[src/rtl/instr_prefetch_aligner_if.sv]
// Instruction bus between the prefetch buffer (master) and instruction memory (slave).
interface instr_prefetch_aligner_if;
    logic        instr_req_o;
    logic        instr_gnt_i;
    logic [31:0] instr_addr_o;
    logic        instr_rvalid_i;
    logic [31:0] instr_rdata_i;
    logic        instr_err_i;

    modport master (
        output instr_req_o,
        output instr_addr_o,
        input  instr_gnt_i,
        input  instr_rvalid_i,
        input  instr_rdata_i,
        input  instr_err_i
    );

    modport slave (
        input  instr_req_o,
        input  instr_addr_o,
        output instr_gnt_i,
        output instr_rvalid_i,
        output instr_rdata_i,
        output instr_err_i
    );
endinterface

[src/rtl/instr_prefetch_aligner.sv]
// IF-stage prefetch buffer with RVC aligner: keeps up to NUM_REQS bus
// transactions in flight, buffers responses in a shift FIFO and extracts
// 16/32-bit instructions at any halfword PC. Redirects flush the FIFO and
// discard responses still in flight for the old stream.
module instr_prefetch_aligner #(
    parameter logic [31:0] PC_RESET   = 32'h0,
    parameter int unsigned FIFO_DEPTH = 3,
    parameter int unsigned NUM_REQS   = 2
) (
    input  logic                            clk,
    input  logic                            rstn,
    instr_prefetch_aligner_if.master        bus,
    input  logic                            wb_change_pc_i,
    input  logic [31:0]                     wb_next_pc_i,
    input  logic                            alu_change_pc_i,
    input  logic [31:0]                     alu_next_pc_i,
    output logic                            out_valid_o,
    input  logic                            out_ready_i,
    output logic [31:0]                     out_instr_o,
    output logic [31:0]                     out_pc_o,
    output logic                            out_compressed_o,
    output logic                            out_err_o
);
    localparam int unsigned CW      = $clog2(FIFO_DEPTH + 1);
    localparam logic [CW:0] DEPTH_L = (CW + 1)'(FIFO_DEPTH);
    localparam logic [CW:0] NREQ_L  = (CW + 1)'(NUM_REQS);

    logic [31:0]   fifo_data [FIFO_DEPTH];
    logic          fifo_err  [FIFO_DEPTH];
    logic [CW-1:0] fifo_count, fifo_count_nxt;
    logic [CW-1:0] outstanding, outstanding_nxt;
    logic [CW-1:0] discard, discard_nxt;
    logic [CW-1:0] wr_idx;
    logic [CW:0]   occupancy_nxt;
    logic          kill_pending;
    logic [31:0]   redirect_addr;
    logic [31:0]   pc_q;
    logic [31:0]   pc_new;
    logic [31:0]   w0;
    logic          grant, redirect, push, pop, fire, req_nxt;
    logic          pc_half, compressed, need_two, avail;
    logic          unused_pc_bit;

    // Aligner view of the FIFO head plus next-state bookkeeping
    always_comb begin
        grant      = bus.instr_req_o & bus.instr_gnt_i;
        redirect   = wb_change_pc_i | alu_change_pc_i;
        pc_new     = wb_change_pc_i ? wb_next_pc_i : alu_next_pc_i;
        unused_pc_bit = pc_new[0];

        w0         = fifo_data[0];
        pc_half    = pc_q[1];
        compressed = pc_half ? (w0[17:16] != 2'b11) : (w0[1:0] != 2'b11);
        need_two   = pc_half & ~compressed;
        avail      = need_two ? (fifo_count >= CW'(2)) : (fifo_count != '0);

        out_valid_o      = avail & ~redirect;
        out_pc_o         = pc_q;
        out_compressed_o = compressed;
        out_err_o        = fifo_err[0] | (need_two & fifo_err[1]);
        if (!pc_half)
            out_instr_o = compressed ? {16'h0, w0[15:0]} : w0;
        else
            out_instr_o = compressed ? {16'h0, w0[31:16]} : {fifo_data[1][15:0], w0[31:16]};

        fire = out_valid_o & out_ready_i;
        // A compressed instruction in the low half leaves the word for its upper half
        pop  = fire & (pc_half | ~compressed);
        push = bus.instr_rvalid_i & (discard == '0) & ~redirect;

        outstanding_nxt = outstanding + CW'(grant) - CW'(bus.instr_rvalid_i);
        fifo_count_nxt  = redirect ? '0 : fifo_count + CW'(push) - CW'(pop);
        wr_idx          = fifo_count - CW'(pop);

        // Redirect marks everything in flight (incl. this cycle's grant) as stale;
        // a request held across a redirect becomes stale when finally granted
        if (redirect)
            discard_nxt = outstanding_nxt;
        else
            discard_nxt = discard - CW'(bus.instr_rvalid_i & (discard != '0))
                                  + CW'(grant & kill_pending);

        occupancy_nxt = {1'b0, fifo_count_nxt} + {1'b0, outstanding_nxt};
        req_nxt = (bus.instr_req_o & ~bus.instr_gnt_i)
                | ((occupancy_nxt < DEPTH_L) & ({1'b0, outstanding_nxt} < NREQ_L));
    end

    // Bus side: request/address issue, in-flight and discard counters
    always_ff @(posedge clk or negedge rstn) begin
        if (!rstn) begin
            bus.instr_req_o  <= 1'b0;
            bus.instr_addr_o <= {PC_RESET[31:2], 2'b00};
            outstanding      <= '0;
            discard          <= '0;
            kill_pending     <= 1'b0;
            redirect_addr    <= '0;
        end else begin
            bus.instr_req_o <= req_nxt;
            outstanding     <= outstanding_nxt;
            discard         <= discard_nxt;
            if (redirect) begin
                if (bus.instr_req_o & ~bus.instr_gnt_i) begin
                    kill_pending  <= 1'b1;
                    redirect_addr <= {pc_new[31:2], 2'b00};
                end else begin
                    kill_pending     <= 1'b0;
                    bus.instr_addr_o <= {pc_new[31:2], 2'b00};
                end
            end else if (grant) begin
                kill_pending     <= 1'b0;
                bus.instr_addr_o <= kill_pending ? redirect_addr : bus.instr_addr_o + 32'd4;
            end
        end
    end

    // Response FIFO: head at index 0, shifts down on pop, push lands after the shift
    always_ff @(posedge clk or negedge rstn) begin
        if (!rstn) begin
            fifo_count <= '0;
            for (int unsigned i = 0; i < FIFO_DEPTH; i++) begin
                fifo_data[i] <= '0;
                fifo_err[i]  <= 1'b0;
            end
        end else begin
            fifo_count <= fifo_count_nxt;
            if (!redirect) begin
                if (pop) begin
                    for (int unsigned i = 0; i < FIFO_DEPTH - 1; i++) begin
                        fifo_data[i] <= fifo_data[i + 1];
                        fifo_err[i]  <= fifo_err[i + 1];
                    end
                end
                if (push) begin
                    fifo_data[wr_idx] <= bus.instr_rdata_i;
                    fifo_err[wr_idx]  <= bus.instr_err_i;
                end
            end
        end
    end

    // Decode-side PC: redirect target or advance by instruction size on accept
    always_ff @(posedge clk or negedge rstn) begin
        if (!rstn)
            pc_q <= {PC_RESET[31:1], 1'b0};
        else if (redirect)
            pc_q <= {pc_new[31:1], 1'b0};
        else if (fire)
            pc_q <= pc_q + (compressed ? 32'd2 : 32'd4);
    end
endmodule

[src/flat_wrapper.sv]
// flat-port wrapper written by rule: the top's interface ports become plain ports
module instr_prefetch_aligner_flat 
#(
    parameter logic [31:0] PC_RESET   = 32'h0,
    parameter int unsigned FIFO_DEPTH = 3,
    parameter int unsigned NUM_REQS   = 2
)
  (clk, rstn, wb_change_pc_i, wb_next_pc_i, alu_change_pc_i, alu_next_pc_i, out_valid_o, out_ready_i, out_instr_o, out_pc_o, out_compressed_o, out_err_o, bus_instr_req_o, bus_instr_addr_o, bus_instr_gnt_i, bus_instr_rvalid_i, bus_instr_rdata_i, bus_instr_err_i);
  instr_prefetch_aligner_if bus_i ();
  input  logic clk;
  input  logic rstn;
  input  logic wb_change_pc_i;
  input  logic [31:0] wb_next_pc_i;
  input  logic alu_change_pc_i;
  input  logic [31:0] alu_next_pc_i;
  output logic out_valid_o;
  input  logic out_ready_i;
  output logic [31:0] out_instr_o;
  output logic [31:0] out_pc_o;
  output logic out_compressed_o;
  output logic out_err_o;
  output wire logic [$bits(bus_i.instr_req_o)-1:0] bus_instr_req_o;
  output wire logic [$bits(bus_i.instr_addr_o)-1:0] bus_instr_addr_o;
  input wire logic [$bits(bus_i.instr_gnt_i)-1:0] bus_instr_gnt_i;
  input wire logic [$bits(bus_i.instr_rvalid_i)-1:0] bus_instr_rvalid_i;
  input wire logic [$bits(bus_i.instr_rdata_i)-1:0] bus_instr_rdata_i;
  input wire logic [$bits(bus_i.instr_err_i)-1:0] bus_instr_err_i;
  assign bus_instr_req_o = bus_i.instr_req_o;
  assign bus_instr_addr_o = bus_i.instr_addr_o;
  assign bus_i.instr_gnt_i = bus_instr_gnt_i;
  assign bus_i.instr_rvalid_i = bus_instr_rvalid_i;
  assign bus_i.instr_rdata_i = bus_instr_rdata_i;
  assign bus_i.instr_err_i = bus_instr_err_i;
  instr_prefetch_aligner #(.PC_RESET(PC_RESET), .FIFO_DEPTH(FIFO_DEPTH), .NUM_REQS(NUM_REQS)) u_core (.clk(clk), .rstn(rstn), .bus(bus_i), .wb_change_pc_i(wb_change_pc_i), .wb_next_pc_i(wb_next_pc_i), .alu_change_pc_i(alu_change_pc_i), .alu_next_pc_i(alu_next_pc_i), .out_valid_o(out_valid_o), .out_ready_i(out_ready_i), .out_instr_o(out_instr_o), .out_pc_o(out_pc_o), .out_compressed_o(out_compressed_o), .out_err_o(out_err_o));
endmodule
[config.mk]
export PLATFORM = sky130hd
export DESIGN_NAME = instr_prefetch_aligner_flat
export DESIGN_NICKNAME = d
export VERILOG_FILES = /design/src/rtl/instr_prefetch_aligner_if.sv /design/src/rtl/instr_prefetch_aligner.sv /design/src/flat_wrapper.sv
export SDC_FILE = /design/constraint.sdc
export NUM_CORES = 1
export LEC_CHECK = 0
export CAP_MARGIN = 10
export CORE_UTILIZATION = 45
export CTS_CLUSTER_SIZE = 25
export DETAILED_ROUTE_END_ITERATION = 10
export PLACE_DENSITY = 0.82
export REMOVE_ABC_BUFFERS = 1
export SLEW_MARGIN = 20
export SYNTH_ARGS = -nofsm -noshare
export SYNTH_HDL_FRONTEND = slang
export SYNTH_SLANG_ARGS = --single-unit
[constraint.sdc]
create_clock -name clk -period 4.3 [get_ports clk]
set_clock_uncertainty 0.15 [all_clocks]
set_input_delay 0.43 -clock clk [delete_from_list [all_inputs] [get_ports clk]]
set_output_delay 0.43 -clock clk [all_outputs]
set_load 0.05 [all_outputs]
# After elaboration in Yosys (flattened, before gate mapping)
# Index checks and enable logic that the tools add are counted.
[op_classes] n_reduce_logical=9 n_bitwise=20 n_mux=30 order_cmp=5 n_eq_ne=3 add_sub_neg=10
[op_table] op="two-way mux 32 bit" count=11
[op_table] op="two-way mux 64 bit" count=2
[op_table] op="bitwise mux 96 bit" count=1
[op_table] op="two-way mux 96 bit" count=1
[op_table] op="demux 32 bit (select 2 bit)" count=1
[op_table] op="adder 32 x 3 -> 32 bit, second input constant" count=1
[op_table] op="adder 32 bit" count=1
[op_table] op="bitwise AND 1 bit" count=12
[op_table] op="two-way mux 2 bit" count=4
[op_table] op="nonzero test 2 bit" count=4
[op_table] op="two-way mux 1 bit" count=6
[op_table] op="two-way mux 3 bit" count=2
[op_table] op="inequality test 2 bit, second input constant" count=3
[op_table] op="AND reduction 2 bit" count=3
[op_table] op="subtractor 2 x 1 -> 2 bit" count=3
[op_table] op="adder 2 x 1 -> 2 bit" count=2
[op_table] op="bitwise OR 1 bit" count=4
[op_table] op="adder 2 x 2 -> 3 bit" count=1
[op_table] op="bitwise mux 3 bit" count=1
[op_table] op="greater-or-equal comparator 3 bit, second input constant" count=1
[op_table] op="< comparator 3 x 1 -> 1 bit, second input constant" count=1
[op_table] op="< comparator 3 x 2 -> 1 bit, second input constant" count=1
[op_table] op="inverter 1 bit" count=3
[op_table] op="inverter 2 -> 3 bit" count=1
[op_table] op="7 further kinds" count=7
[word_totals] ff_bits=201

# Depth between registers and ports, before layout
[depth] word_depth=16 ltp_mapped=23 ltp_nobuf=17

# Worst setup path before layout
# OpenSTA, ideal clock, no wires.
[synth_timing] kind="flip-flop to flip-flop" from="reg u_core.pc_q[1], in the netlist u_core.out_pc_o[1]" to="reg u_core.bus.instr_req_o" setup_time_ns=0.133 stages_incl_launch_ff=24 arrival_ns=5.468 path_slack_ns=-1.450 path_cell_list="dfrtp_1 > clkbuf_1 > mux2_2 > nand2_1 > clkbuf_1 > inv_1 > ha_1 > nor2b_1 > o211a_1 > clkbuf_1 > nand2b_1 > clkbuf_1 > inv_2 > buf_4 > buf_2 > ha_1 > inv_1 > ha_1 > and2_1 > ha_1 > inv_1 > fa_1 > o21ai_0 > o21ai_0"
[synth_between] elab_chain_cells=13
[synth_lines] element="start: declaration" line="instr_prefetch_aligner.sv:37" rtl="logic [31:0] pc_q;"
[synth_lines] element="start signal: assignment" line="instr_prefetch_aligner.sv:144" rtl="pc_q <= {PC_RESET[31:1], 1'b0};"
[synth_lines] element="start signal: assignment" line="instr_prefetch_aligner.sv:146" rtl="pc_q <= {pc_new[31:1], 1'b0};"
[synth_lines] element="start signal: assignment" line="instr_prefetch_aligner.sv:148" rtl="pc_q <= pc_q + (compressed ? 32'd2 : 32'd4);"
[synth_lines] element="two-way mux 1 bit *" line="instr_prefetch_aligner.sv:53" rtl="compressed = pc_half ? (w0[17:16] != 2'b11) : (w0[1:0] != 2'b11);"
[synth_lines] element="via out_compressed_o" line="flat_wrapper.sv:20" rtl="output logic out_compressed_o;"
[synth_lines] element="inverter 1 bit *" line="instr_prefetch_aligner.sv:54, instr_prefetch_aligner.sv:68"
[synth_lines] element="bitwise AND 1 bit" line="instr_prefetch_aligner.sv:54" rtl="need_two = pc_half & ~compressed;"
[synth_lines] element="two-way mux 1 bit" line="instr_prefetch_aligner.sv:55" rtl="avail = need_two ? (fifo_count >= CW'(2)) : (fifo_count != '0);"
[synth_lines] element="bitwise AND 1 bit" line="instr_prefetch_aligner.sv:57" rtl="out_valid_o = avail & ~redirect;"
[synth_lines] element="bitwise AND 1 bit" line="instr_prefetch_aligner.sv:66" rtl="fire = out_valid_o & out_ready_i;"
[synth_lines] element="bitwise AND 1 bit *" line="instr_prefetch_aligner.sv:68" rtl="pop = fire & (pc_half | ~compressed);"
[synth_lines] element="subtractor 2 x 1 -> 2 bit *" line="instr_prefetch_aligner.sv:72" rtl="fifo_count_nxt = redirect ? '0 : fifo_count + CW'(push) - CW'(pop);"
[synth_lines] element="two-way mux 2 bit *" line="instr_prefetch_aligner.sv:72"
[synth_lines] element="via u_core.fifo_count_nxt[0]" line="instr_prefetch_aligner.sv:30" rtl="logic [CW-1:0] fifo_count, fifo_count_nxt;"
[synth_lines] element="adder 2 x 2 -> 3 bit *" line="instr_prefetch_aligner.sv:83" rtl="occupancy_nxt = {1'b0, fifo_count_nxt} + {1'b0, outstanding_nxt};"
[synth_lines] element="< comparator 3 x 2 -> 1 bit *" line="instr_prefetch_aligner.sv:85" rtl="| ((occupancy_nxt < DEPTH_L) & ({1'b0, outstanding_nxt} < NREQ_L));"
[synth_lines] element="bitwise AND 1 bit *" line="instr_prefetch_aligner.sv:85"
[synth_lines] element="bitwise OR 1 bit *" line="instr_prefetch_aligner.sv:85"
[synth_lines] element="via u_core.req_nxt" line="instr_prefetch_aligner.sv:40" rtl="logic grant, redirect, push, pop, fire, req_nxt;"
[synth_lines] element="end signal: assignment" line="instr_prefetch_aligner.sv:98" rtl="bus.instr_req_o <= req_nxt;"
[synth_lines] element="end: declaration" line="instr_prefetch_aligner_if.sv:11" rtl="output instr_req_o,"
# Mark *: on every way through the listed nets, which the timed path passes. The rest lies on a longest branch.
# A chain may end at the register's enable or synchronous reset.

# Worst setup path after layout
[layout_timing] from="reg u_core.pc_q[1], in the netlist u_core.out_pc_o[1]" to="reg u_core.fifo_data[23] in the netlist's numbering"
[layout_between] elab_chain_cells=14
[layout_lines] element="two-way mux 1 bit" line="instr_prefetch_aligner.sv:53"
[layout_lines] element="inverter 1 bit" line="instr_prefetch_aligner.sv:54, instr_prefetch_aligner.sv:68"
[layout_lines] element="bitwise AND 1 bit" line="instr_prefetch_aligner.sv:54"
[layout_lines] element="two-way mux 1 bit" line="instr_prefetch_aligner.sv:55"
[layout_lines] element="bitwise AND 1 bit" line="instr_prefetch_aligner.sv:57"
[layout_lines] element="bitwise AND 1 bit" line="instr_prefetch_aligner.sv:66"
[layout_lines] element="bitwise AND 1 bit *" line="instr_prefetch_aligner.sv:68"
[layout_lines] element="subtractor 2 x 1 -> 2 bit *" line="instr_prefetch_aligner.sv:73" rtl="wr_idx = fifo_count - CW'(pop);"
[layout_lines] element="inverter 2 -> 3 bit (not written as such) *" line="instr_prefetch_aligner.sv:134" rtl="fifo_data[wr_idx] <= bus.instr_rdata_i;"
[layout_lines] element="greater-or-equal comparator 3 bit (not written as such) / < comparator 3 x 1 -> 1 bit (equally long branches)" line="instr_prefetch_aligner.sv:134"
[layout_lines] element="logical AND 1 bit (not written as such)" line="instr_prefetch_aligner.sv:134"
[layout_lines] element="two-way mux 32 bit (not written as such)" line="instr_prefetch_aligner.sv:134"
[layout_lines] element="demux 32 bit (select 2 bit) *" line="instr_prefetch_aligner.sv:134"
[layout_lines] element="bitwise mux 96 bit *" line="instr_prefetch_aligner.sv:134"
[layout_lines] element="end signal: indexed assignment" line="instr_prefetch_aligner.sv:129" rtl="fifo_data[i] <= fifo_data[i + 1];"
[layout_lines] element="end signal: indexed assignment" line="instr_prefetch_aligner.sv:134"
[layout_lines] element="end: declaration" line="instr_prefetch_aligner.sv:28" rtl="logic [31:0] fifo_data [FIFO_DEPTH];"
# Mark *: on every way between the ends. The rest lies on a longest branch, timed or not.

==> results.sh <==
export IMPL_cp_start_kind="flip-flop"
export IMPL_nets=1432
export IMPL_initial_utilization_pct=46.1
export IMPL_cp_max_fo=33
export IMPL_cts_root_buffer="clkbuf_16"
export IMPL_yosysTopAreaCell="dfrtp_1"
export IMPL_maxSlewHeadroom_pct=25.6
export IMPL_hpwl_mm=21.3
export IMPL_violations="negative hold slack"
export IMPL_ant_nets=0
export IMPL_rows=56
export IMPL_drv_slew=0
export IMPL_wl_per_cell_microns=19.0
export IMPL_met3_usage_pct=6.36
export IMPL_gp_congestion=0.892
export IMPL_post_cts_buffers=0
export IMPL_crit_start="u_core.out_pc_o[1]"
export IMPL_port_buffer_count=198
export IMPL_reg2regPathDepth=12
export IMPL_synth_edf_count=0
export IMPL_ctsHoldBuffers=0
export IMPL_async_flop_share_pct=100
export IMPL_tns_ps=0
export IMPL_ys_top_cells_by_area="dfrtp_1, mux2i_1, nand2_1"
export IMPL_worst_hold_slack_ps=-25.1
export IMPL_h_tree_depth=4
export IMPL_hold_violations=24
export IMPL_ys_ff_latch=198
export IMPL_design_area_sq_mm=0.0137
export IMPL_viasPerCell=5.93
export IMPL_synth_cell_types=65
export IMPL_worst_pin_slew_ps=1120
export IMPL_min_period_over_period_pct=90.1
export IMPL_use_met2_pct=40.7
export IMPL_yosysWarnings=0
export IMPL_vdd_drop_max_uv=500
export IMPL_synth_cell_area_sq_mm=0.0109
export IMPL_cts_tree="yes"
export IMPL_timing_rr_start="u_core.out_pc_o[1]"
export IMPL_leakage_nw=5.76
export IMPL_drt_iter0_markers=844
export IMPL_syn_area_per_cell_sq_um=9.35
export IMPL_fin_cells=1646
export IMPL_cp_required_ps=4470
export IMPL_grt_usage_pct=25.4
export IMPL_vias=9766
export IMPL_cts_buffer_depth=2
export IMPL_antenna_found_initial=2
export IMPL_core_area_sq_mm=0.0235
export IMPL_clk_pin_slew_worst_paths_ps=80
export IMPL_top_usage_layer="met2"
export IMPL_first_pass_iters=7
export IMPL_ys_flop_type="dfrtp_1"
export IMPL_chipWidth_microns=157
export IMPL_finalSetupViolCount=0
export IMPL_endpoint="u_core.fifo_data[23]"
export IMPL_routed_wl_mm=31.2
export IMPL_dpl_cell_count=1614
export IMPL_synth_top_area_share_pct=45.6
export IMPL_rrSetupSlack_ps=430
export IMPL_critPathKind="flip-flop to flip-flop"
export IMPL_pre_cts_ws_ps=367
export IMPL_synth_cells=1162
export IMPL_cts_buffers=17
export IMPL_critPathArrivalTime_ps=4050
export IMPL_cts_num_sinks=198
export IMPL_die_y_microns=157
export IMPL_grt_use_met1_pct=33.5
export IMPL_drcViolationCount=0
export IMPL_grt_pass1_vias=9245
export IMPL_diodes=0
export IMPL_post_dp_cell_area_sq_mm=0.0131
export IMPL_cts_resized=0
export IMPL_syn_to_final_growth_pct=26.1
export IMPL_grt_start_max_net_pins=113
export IMPL_io_pins=204
export IMPL_grt_pass1_wl_mm=49.1
export IMPL_endpoint_kind="flip-flop"
export IMPL_outcome="finished, violations left"
export IMPL_dieArea_sq_mm=0.0248
export IMPL_seq_area_frac_synth_pct=45.6
export IMPL_worst_slack_ps=427
export IMPL_overflow=0
export IMPL_drive_gt1_share_pct=8.82
export IMPL_rsz0062_at_grt="false"
export IMPL_worstSkewPairLatency_ps=440
export IMPL_fmaxAchievable_mhz=258
export IMPL_power_mw=7.89
export IMPL_hold_path_class="input pin to async pin"
export IMPL_p_per_area_mw_per_mm2=576
export IMPL_r2r_end="u_core.fifo_data[23]"
export IMPL_cap_violations=0
export IMPL_post_route_min_period_ps=3870
[placed cells by master, fill, tap and decap left out, types with 12 or more instances in the layout]
cell / count
ha_1: 12
nand4_1: 16
dfrtp_1: 197
mux2i_1: 84
xnor2_1: 12
nand3_1: 35
inv_1: 22
o211ai_1: 17
a221oi_1: 14
nand2_1: 180
o21ai_0: 113
buf_4: 18
a22oi_1: 22
clkbuf_16: 17
a21oi_1: 23
nor2_1: 91
mux2_2: 51
a31oi_1: 47
clkdlybuf4s50_1: 195
[where the power goes]
group / switching [mW] / internal (mW) / leakage (nW) / total, mW
clock network: 0.832 / 0.900 / 0.310 / 1.73
logic: 2.10 / 1.19 / 2.94 / 3.29
registers: 0.505 / 2.37 / 2.50 / 2.88
total: 3.44 / 4.46 / 5.76 / 7.89
[synth_stat cells (all sizes together) (3+ instances only)]
cell,instances
dfrtp,198
nand2,180
o21ai,113
nor2,92
mux2i,84
clkbuf,56
mux2,51
a31oi,47
nand3,37
buf,28
a21oi,23
inv,23
a22oi,22
nand4,17
o211ai,17
a221oi,14
ha,12
xnor2,12
o311ai,11
nor4,10
and3,9
nor2b,9
nor3,9
xor2,8
and4,7
nand2b,6
o221ai,6
a221o,5
and2,5
a22o,4
o211a,4
a21boi,3
a311oi,3
nor3b,3
o22a,3
[logic make-up after synthesis]
kind of cell | after synthesis | synth area share, %
buf+inv | 107 | 4.03
fa+ha+maj | 14 | 1.75
other cells | 1 | 0.0345
flops | 198 | 45.6
mux | 135 | 13.0
simple gates | 391 | 16.3
compound gates | 296 | 17.6
xor+xnor | 20 | 1.61
[worst max-delay path, stage by stage, from the launching register on]
cell and delay, ps:
dfrtp_2 470, mux2_2 380, nand2_1 100, inv_1 90, ha_1 210, nor2b_1 180, o211a_1 180, nand2b_1 90
inv_2 70, ha_1 160, xor2_1 300, nand3_2 800, mux2_2 580
[area by class of cell]
cell class,count,area [sq um]
Clock buffer,17,425
Clock inverter,15,211
Fill cell,1992,9840
Inverter,23,86.3
Multi-Input combinational cell,859,5500
Sequential cell,198,4960
Tap cell,319,399
Timing Repair Buffer,215,2120
[through the flow]
stage	hold slack, ps	utilization [%]
after floorplan	-15.6	-
after global placement	310	55.5
after detailed placement	316	55.5
after CTS	11.3	58.2
after global routing	40.7	58.2
final	-25.1	58.2
[worst min path at each step]
stage | slack [ps] | cells past startpoint | endpoint | start
final | -30 | 1 | u_core.redirect_addr[10] | rstn
after global routing | 40 | 1 | u_core.redirect_addr[10] | rstn
after CTS | 10 | 1 | u_core.redirect_addr[10] | rstn
after detailed placement | 320 | 2 | u_core.redirect_addr[24] | u_core.redirect_addr[24]
after global placement | 310 | 2 | u_core.redirect_addr[26] | u_core.redirect_addr[26]
after floorplan | -20 | 0 | u_core.bus.instr_addr_o[10] | rstn
[per-layer routing]
metal | vias to the layer above | share of wire [%]
li1 | 4508 | -
met1 | 4767 | 43
met2 | 449 | 46
met3 | 38 | 9.1
met4 | 4 | 1.8
met5 | - | 0.086
[flip-flops by register name (all words and copies together), names as in the netlist]
| name | cells |
|---|---|
| u_core.outstanding | 2 |
| u_core.fifo_count | 2 |
| u_core.fifo_data | 64 |
| u_core.fifo_err | 3 |
| u_core.bus.instr_req_o | 1 |
| u_core.out_pc_o | 31 |
| u_core.kill_pending | 1 |
| u_core.discard | 2 |
| u_core.bus.instr_addr_o | 30 |
| u_core.w0 | 32 |
| u_core.redirect_addr | 30 |
No activity file was read; power rests on OpenSTA's default activity.
